### src/rtl/gpif2_pkg.sv
// Shared constants for the GPIF II bus scheduler: socket addresses,
// FSM state encoding and default timing parameters.
package gpif2_pkg;

    localparam int unsigned BURST_DEF    = 16;
    localparam int unsigned RD_LAT_DEF   = 2;
    localparam int unsigned FLAG_LAT_DEF = 3;
    localparam int unsigned TIMEOUT_DEF  = 64;

    localparam logic [1:0] SOCK_CU2F = 2'd0;
    localparam logic [1:0] SOCK_DU2F = 2'd1;
    localparam logic [1:0] SOCK_DF2U = 2'd2;

    typedef enum logic [2:0] {
        ST_IDLE,
        ST_ADDR,
        ST_RD,
        ST_RDLAT,
        ST_WR,
        ST_TURN
    } state_t;

endpackage

### src/rtl/gpif2_rr_arb.sv
// Two-requester round-robin arbiter with a strict-priority override input.
// The pointer flips whenever either round-robin requester wins.
module gpif2_rr_arb (
    input  logic clk,
    input  logic rst_n,
    input  logic en,
    input  logic req_hi,
    input  logic req_a,
    input  logic req_b,
    output logic gnt_hi,
    output logic gnt_a,
    output logic gnt_b
);

    logic ptr_b;  // 0: requester a wins a tie, 1: requester b wins

    always_comb begin
        gnt_hi = en & req_hi;
        gnt_a  = en & ~req_hi & req_a & (~req_b | ~ptr_b);
        gnt_b  = en & ~req_hi & req_b & (~req_a | ptr_b);
    end

    always_ff @(posedge clk or negedge rst_n) begin
        if (!rst_n) begin
            ptr_b <= 1'b0;
        end else if (gnt_a | gnt_b) begin
            ptr_b <= ~ptr_b;
        end
    end

endmodule

### src/rtl/gpif2_bus_sched.sv
// FX3 GPIF II slave-FIFO bus scheduler: picks CU2F/DU2F reads or DF2U
// writes, runs one burst, then waits out the flag latency.
module gpif2_bus_sched
    import gpif2_pkg::*;
#(
    parameter int unsigned BURST    = BURST_DEF,
    parameter int unsigned RD_LAT   = RD_LAT_DEF,
    parameter int unsigned FLAG_LAT = FLAG_LAT_DEF,
    parameter int unsigned TIMEOUT  = TIMEOUT_DEF
) (
    input  logic        SYS_CLK,
    input  logic        SYS_RST_N,
    input  logic        ready,
    input  logic        sl_flaga,
    input  logic        sl_flagb,
    input  logic        sl_flagc,
    input  logic [15:0] cu2f_room,
    input  logic [15:0] du2f_room,
    input  logic [15:0] df2u_items,
    output logic [1:0]  sl_ad,
    output logic        sl_rd_n,
    output logic        sl_oe_n,
    output logic        sl_wr_n,
    output logic        sl_pktend_n,
    output logic        sl_dt_oe,
    output logic        cu2f_push,
    output logic        du2f_push,
    output logic        df2u_pop,
    output logic        busy
);

    localparam logic [15:0] BURST_W = 16'(BURST);

    state_t            state, state_nx;
    logic [15:0]       cnt;
    logic [15:0]       wr_len;
    logic [15:0]       timer;
    logic [RD_LAT-1:0] rd_pipe;
    logic              small_pkt, flush, sched_en;
    logic              rq_c, rq_d, rq_w;
    logic              gnt_c, gnt_d, gnt_w;
    logic              is_rd, rd_now;

    assign small_pkt = (df2u_items != '0) && (df2u_items < BURST_W);
    assign flush     = (timer == 16'(TIMEOUT));
    assign sched_en  = (state == ST_IDLE) && ready;
    assign rq_c      = sl_flaga && (cu2f_room >= BURST_W);
    assign rq_d      = sl_flagb && (du2f_room >= BURST_W);
    assign rq_w      = sl_flagc && (df2u_items != '0) && ((df2u_items >= BURST_W) || flush);

    gpif2_rr_arb u_arb (
        .clk    (SYS_CLK),
        .rst_n  (SYS_RST_N),
        .en     (sched_en),
        .req_hi (rq_c),
        .req_a  (rq_d),
        .req_b  (rq_w),
        .gnt_hi (gnt_c),
        .gnt_a  (gnt_d),
        .gnt_b  (gnt_w)
    );

    always_comb begin
        state_nx = state;
        case (state)
            ST_IDLE:  if (gnt_c || gnt_d || gnt_w) state_nx = ST_ADDR;
            ST_ADDR:  state_nx = (sl_ad == SOCK_DF2U) ? ST_WR : ST_RD;
            ST_RD:    if (cnt == BURST_W - 16'd1) state_nx = ST_RDLAT;
            ST_RDLAT: if (cnt == 16'(RD_LAT - 1)) state_nx = ST_TURN;
            ST_WR:    if (cnt == wr_len - 16'd1) state_nx = ST_TURN;
            ST_TURN:  if (cnt == 16'(FLAG_LAT - 1)) state_nx = ST_IDLE;
            default:  state_nx = ST_IDLE;
        endcase
    end

    always_ff @(posedge SYS_CLK or negedge SYS_RST_N) begin
        if (!SYS_RST_N) begin
            state   <= ST_IDLE;
            cnt     <= '0;
            sl_ad   <= '0;
            wr_len  <= '0;
            timer   <= '0;
            rd_pipe <= '0;
        end else begin
            state <= state_nx;
            cnt   <= (state_nx != state || state == ST_IDLE) ? '0 : cnt + 16'd1;

            if (gnt_c)
                sl_ad <= SOCK_CU2F;
            else if (gnt_d)
                sl_ad <= SOCK_DU2F;
            else if (gnt_w)
                sl_ad <= SOCK_DF2U;
            else if (state == ST_TURN && state_nx == ST_IDLE)
                sl_ad <= '0;

            if (gnt_w)
                wr_len <= (df2u_items < BURST_W) ? df2u_items : BURST_W;

            // Timer freezes outside IDLE and saturates at TIMEOUT so flush holds.
            if (gnt_w || !small_pkt)
                timer <= '0;
            else if (state == ST_IDLE && !flush)
                timer <= timer + 16'd1;

            rd_pipe[0] <= rd_now;
            for (int unsigned i = 1; i < RD_LAT; i++)
                rd_pipe[i] <= rd_pipe[i-1];
        end
    end

    always_comb begin
        is_rd       = (sl_ad != SOCK_DF2U);
        rd_now      = (state == ST_RD);
        sl_rd_n     = !rd_now;
        sl_oe_n     = !((state == ST_ADDR && is_rd) || state == ST_RD || state == ST_RDLAT);
        sl_dt_oe    = (state == ST_ADDR && !is_rd) || state == ST_WR;
        sl_wr_n     = !(state == ST_WR);
        df2u_pop    = (state == ST_WR);
        sl_pktend_n = !(state == ST_WR && wr_len < BURST_W && cnt == wr_len - 16'd1);
        cu2f_push   = rd_pipe[RD_LAT-1] && (sl_ad == SOCK_CU2F);
        du2f_push   = rd_pipe[RD_LAT-1] && (sl_ad == SOCK_DU2F);
        busy        = (state != ST_IDLE);
    end

endmodule

### config.mk
export PLATFORM = sky130hd
export DESIGN_NAME = gpif2_bus_sched
export DESIGN_NICKNAME = d
export VERILOG_FILES = /design/src/rtl/gpif2_pkg.sv /design/src/rtl/gpif2_rr_arb.sv /design/src/rtl/gpif2_bus_sched.sv
export SDC_FILE = /design/constraint.sdc
export NUM_CORES = 1
export LEC_CHECK = 0
export BUFFER_PORTS_ARGS = -buffer_cell sky130_fd_sc_hd__buf_2
export CAP_MARGIN = 20
export CORE_MARGIN = 3
export CORE_UTILIZATION = 56
export CTS_CLUSTER_DIAMETER = 80
export DETAILED_ROUTE_END_ITERATION = 10
export PLACE_DENSITY = 0.84
export SYNTH_ARGS = -nofsm -noshare
export SYNTH_HDL_FRONTEND = slang
export SYNTH_HIERARCHICAL = 1
export SYNTH_SLANG_ARGS = --single-unit
export TNS_END_PERCENT = 10
### constraint.sdc
create_clock -name SYS_CLK -period 3.5 [get_ports SYS_CLK]
set_clock_uncertainty 0.05 [all_clocks]
set_input_delay 0.7 -clock SYS_CLK [delete_from_list [all_inputs] [get_ports SYS_CLK]]
set_output_delay 0.7 -clock SYS_CLK [all_outputs]
set_load 0.02 [all_outputs]
==> qor.yml <==
detailed_routing:
  ant_nets: 0
  first_pass_iters: 4
  wl_per_cell_um: 14.4
  first_iter_violations: 272
  wl_mm: 7.67
  via_per_inst: 5.89
  vias: 3131
  drc: 0
setup_path:
  worstPathArrival_ns: 2.58
  rrSetupSlack_ns: 0.37
  critPathMaxFanout: 7
  worstSetupPathType: "reg2out"
  worstPathRequired_ns: 2.75
  critPathMaxStageDelay_ns: 0.61
  rr_startpoint: "timer[0]"
  path_cells: "or4_4, or3_2, o21ai_1, nand2_1, nor3_2, nand4_1, buf_2"
  crit_path_top_delay_cell: "or4_4"
  critPathTopFamily: "simple AND/OR/NAND/NOR gates"
  cp-end-kind: "output pin"
  crit_path_start_kind: "register"
  worst-path-buf-inv: 1
  r2r_cells: 14
  r2r-end: "cnt[0]"
layout:
  multi_input_area_um2: 1980
  final_util_pct: 66.2
  final_net_count: 516
  antenna_cells: 0
  postLayoutCellArea_um2: 3960
  drive_gt1_share_pct: 21.4
  nFillCells: 483
  syn2layout_area_growth_pct: 13.1
  seq_area_um2: 1400
floorplan:
  die_area_um2: 7250
  row_count: 28
  die_y_um: 85.1
  initial_core_util_pct: 58.5
  ios: 65
  die_w_um: 85.1
  core_area_um2: 5990
flow_run:
  max-cap-violations: 0
yosys:
  yosysUniqueCellTypes: 54
  yosysMostFrequentCell: "dfrtp_1"
  synth_ff_type: "dfrtp_1"
  synth_seq_cells: 56
  ys_top_cells_by_area: "dfrtp_1 40%, xnor2_1 7.5%, nor2_1 4.9%, nand2_1 4.5%, nor4_1 3.4%"
  synth_area_um2: 3510
  synth_top_cell_by_area: "dfrtp_1"
  synth_top_area_share_pct: 40.0
  ys_warn_count: 6
  synth_nets: 465
  synth_edf_count: 0
  ys_seq_area_share_pct: 40.0
  synthArstFlopShare_pct: 100
  synthTopCellsByCount: "56 x dfrtp_1, 46 x nor2_1, 42 x nand2_1"
  syn_inst: 405
  syn_avg_cell_area_um2: 8.66
power_and_ir_drop:
  vdd_drop_max_mv: 0.406
  leakagePower_nw: 1.79
  pwr_density_cell_nw_per_um2: 536
  p_switching_uw: 835
  p_int_mw: 1.29
  p_sw_share_pct: 39.3
  pwr-share-comb_pct: 42.8
  power_frac_seq_pct: 40.2
  p_clk_share_pct: 17.1
  fin_total_pwr_mw: 2.13
clock_network:
  htree_num_levels: 2
  clockBufferDepth: 2
  tritoncts: "yes"
  clk_latency_ns: 0.30
  path_clk_slew_ns: 0.10
  cts_sinks: 56
  postCtsSetupRepairBufs: 0
  cts-root-buf: "clkbuf_8"
  numCtsBuffers: 5
timing:
  finalCriticalPeriod_ns: 3.33
  setup_tns_ns: 0
  setup_viol: 0
  relSlewSlack_pct: 60.0
  tightest_slew_ns: 0.595
  slew_viol_final: 0
  fmax_mhz: 300
  post-route-period-util_pct: 95.2
  hold_violations: 0
global_routing:
  gr-total-overflow: 0
  grt_max_degree: 43
  grt_usage_pct: 21.4
  antenna_found_initial: 0
  grt_pass1_wl_mm: 12.9
  grt_pass1_vias: 2984
placed_design:
  gp_congestion: 0.902
  dp_hpwl_mm: 5.56
  dpl_cell_area_um2: 3830
  portBuffers: 56
hold_path:
  min_path_type: "in2async"
outcome:
  status: "finished, final reports clean"
[area by class of cell]
type	count	share of cell area (%)
Clock buffer	8	2.27
Inverter	18	1.70
Multi-Input combinational cell	312	49.9
Sequential cell	56	35.4
Tap cell	75	2.37
Timing Repair Buffer	63	8.40
[through the flow]
stage | worst slack (ns) | hold slack, ns | std cells
final | 0.169 | 0.227 | 532
after global routing | -0.0106 | 0.251 | 532
after CTS | 0.0129 | 0.235 | 532
after detailed placement | 0.315 | 0.296 | 524
after global placement | 0.352 | 0.282 | 524
after floorplan | 0.403 | 0.281 | 405
[registers in the layout, indices dropped and copies added, names as in the netlist]
name,flops
sl_ad,2
timer,16
cnt,16
state,3
u_arb/ptr_b,1
rd_pipe,2
wr_len,16
[cell families after synthesis]
logic type / synth area share [%]
AND/OR/NAND/NOR: 32.5
AO/OA/AOI/OAI: 9.17
XOR/XNOR: 10.7
multiplexers: 0.607
buffers and inverters: 4.82
adder cells (fa/ha/maj): 2.14
flip-flops: 40.0
[worst max path at each step]
stage                     slack (ns)     endpoint          start  cells past startpoint
after floorplan                 0.40      cnt[10]       timer[0]                     15
after global placement          0.35       cnt[0]  df2u_items[7]                     12
after detailed placement        0.32       cnt[0]  df2u_items[7]                     12
after CTS                       0.01  sl_pktend_n      wr_len[2]                      7
after global routing           -0.01  sl_pktend_n      wr_len[0]                      9
final                           0.17  sl_pktend_n      wr_len[2]                      7
[routing by layer]
layer / GRT usage [%] / vias up / wire (µm)
li1: - / 1513 / -
met1: 27.1 / 1521 / 3400
met2: 36.7 / 88 / 3760
met3: 4.47 / 9 / 433
met4: 6.91 / 0 / 80
met5: 0 / - / 0
[placed cells by master, fill, tap and decap left out, drive strengths merged, types with 5 or more instances in the layout]
| cell type | synthesis | layout |
|---|---|---|
| and2 | 5 | 5 |
| dfrtp | 56 | 56 |
| nor2 | 46 | 46 |
| o21ai | 11 | 11 |
| nor3 | 11 | 11 |
| nor3b | 7 | 7 |
| buf | 6 | 63 |
| a21oi | 19 | 19 |
| clkbuf | 13 | 8 |
| nor2b | 13 | 13 |
| inv | 18 | 18 |
| xnor2 | 30 | 30 |
| xor2 | 13 | 13 |
| ha | 6 | 6 |
| nand3 | 20 | 20 |
| nor4 | 19 | 19 |
| nand2 | 42 | 42 |
| nand4 | 12 | 12 |
| or3 | 11 | 11 |
[power groups by stage]
| stage | Combinational [mW] | Sequential (mW) | Clock (mW) |
|---|---|---|---|
| global placement | 0.836 | 0.856 | 0 |
| CTS | 0.870 | 0.850 | 0.370 |
| finish | 0.909 | 0.854 | 0.363 |
| floorplan | 0.695 | 0.805 | 0 |
| global route | 1.01 | 0.872 | 0.398 |
| detailed placement | 0.865 | 0.863 | 0 |
[timing repair]
action                                  4_1_cts  5_1_grt
hold buffers                                  0        0
endpoints found under the setup margin        0        1
resized for setup                             0       10
No activity file was read; power rests on OpenSTA's default activity.
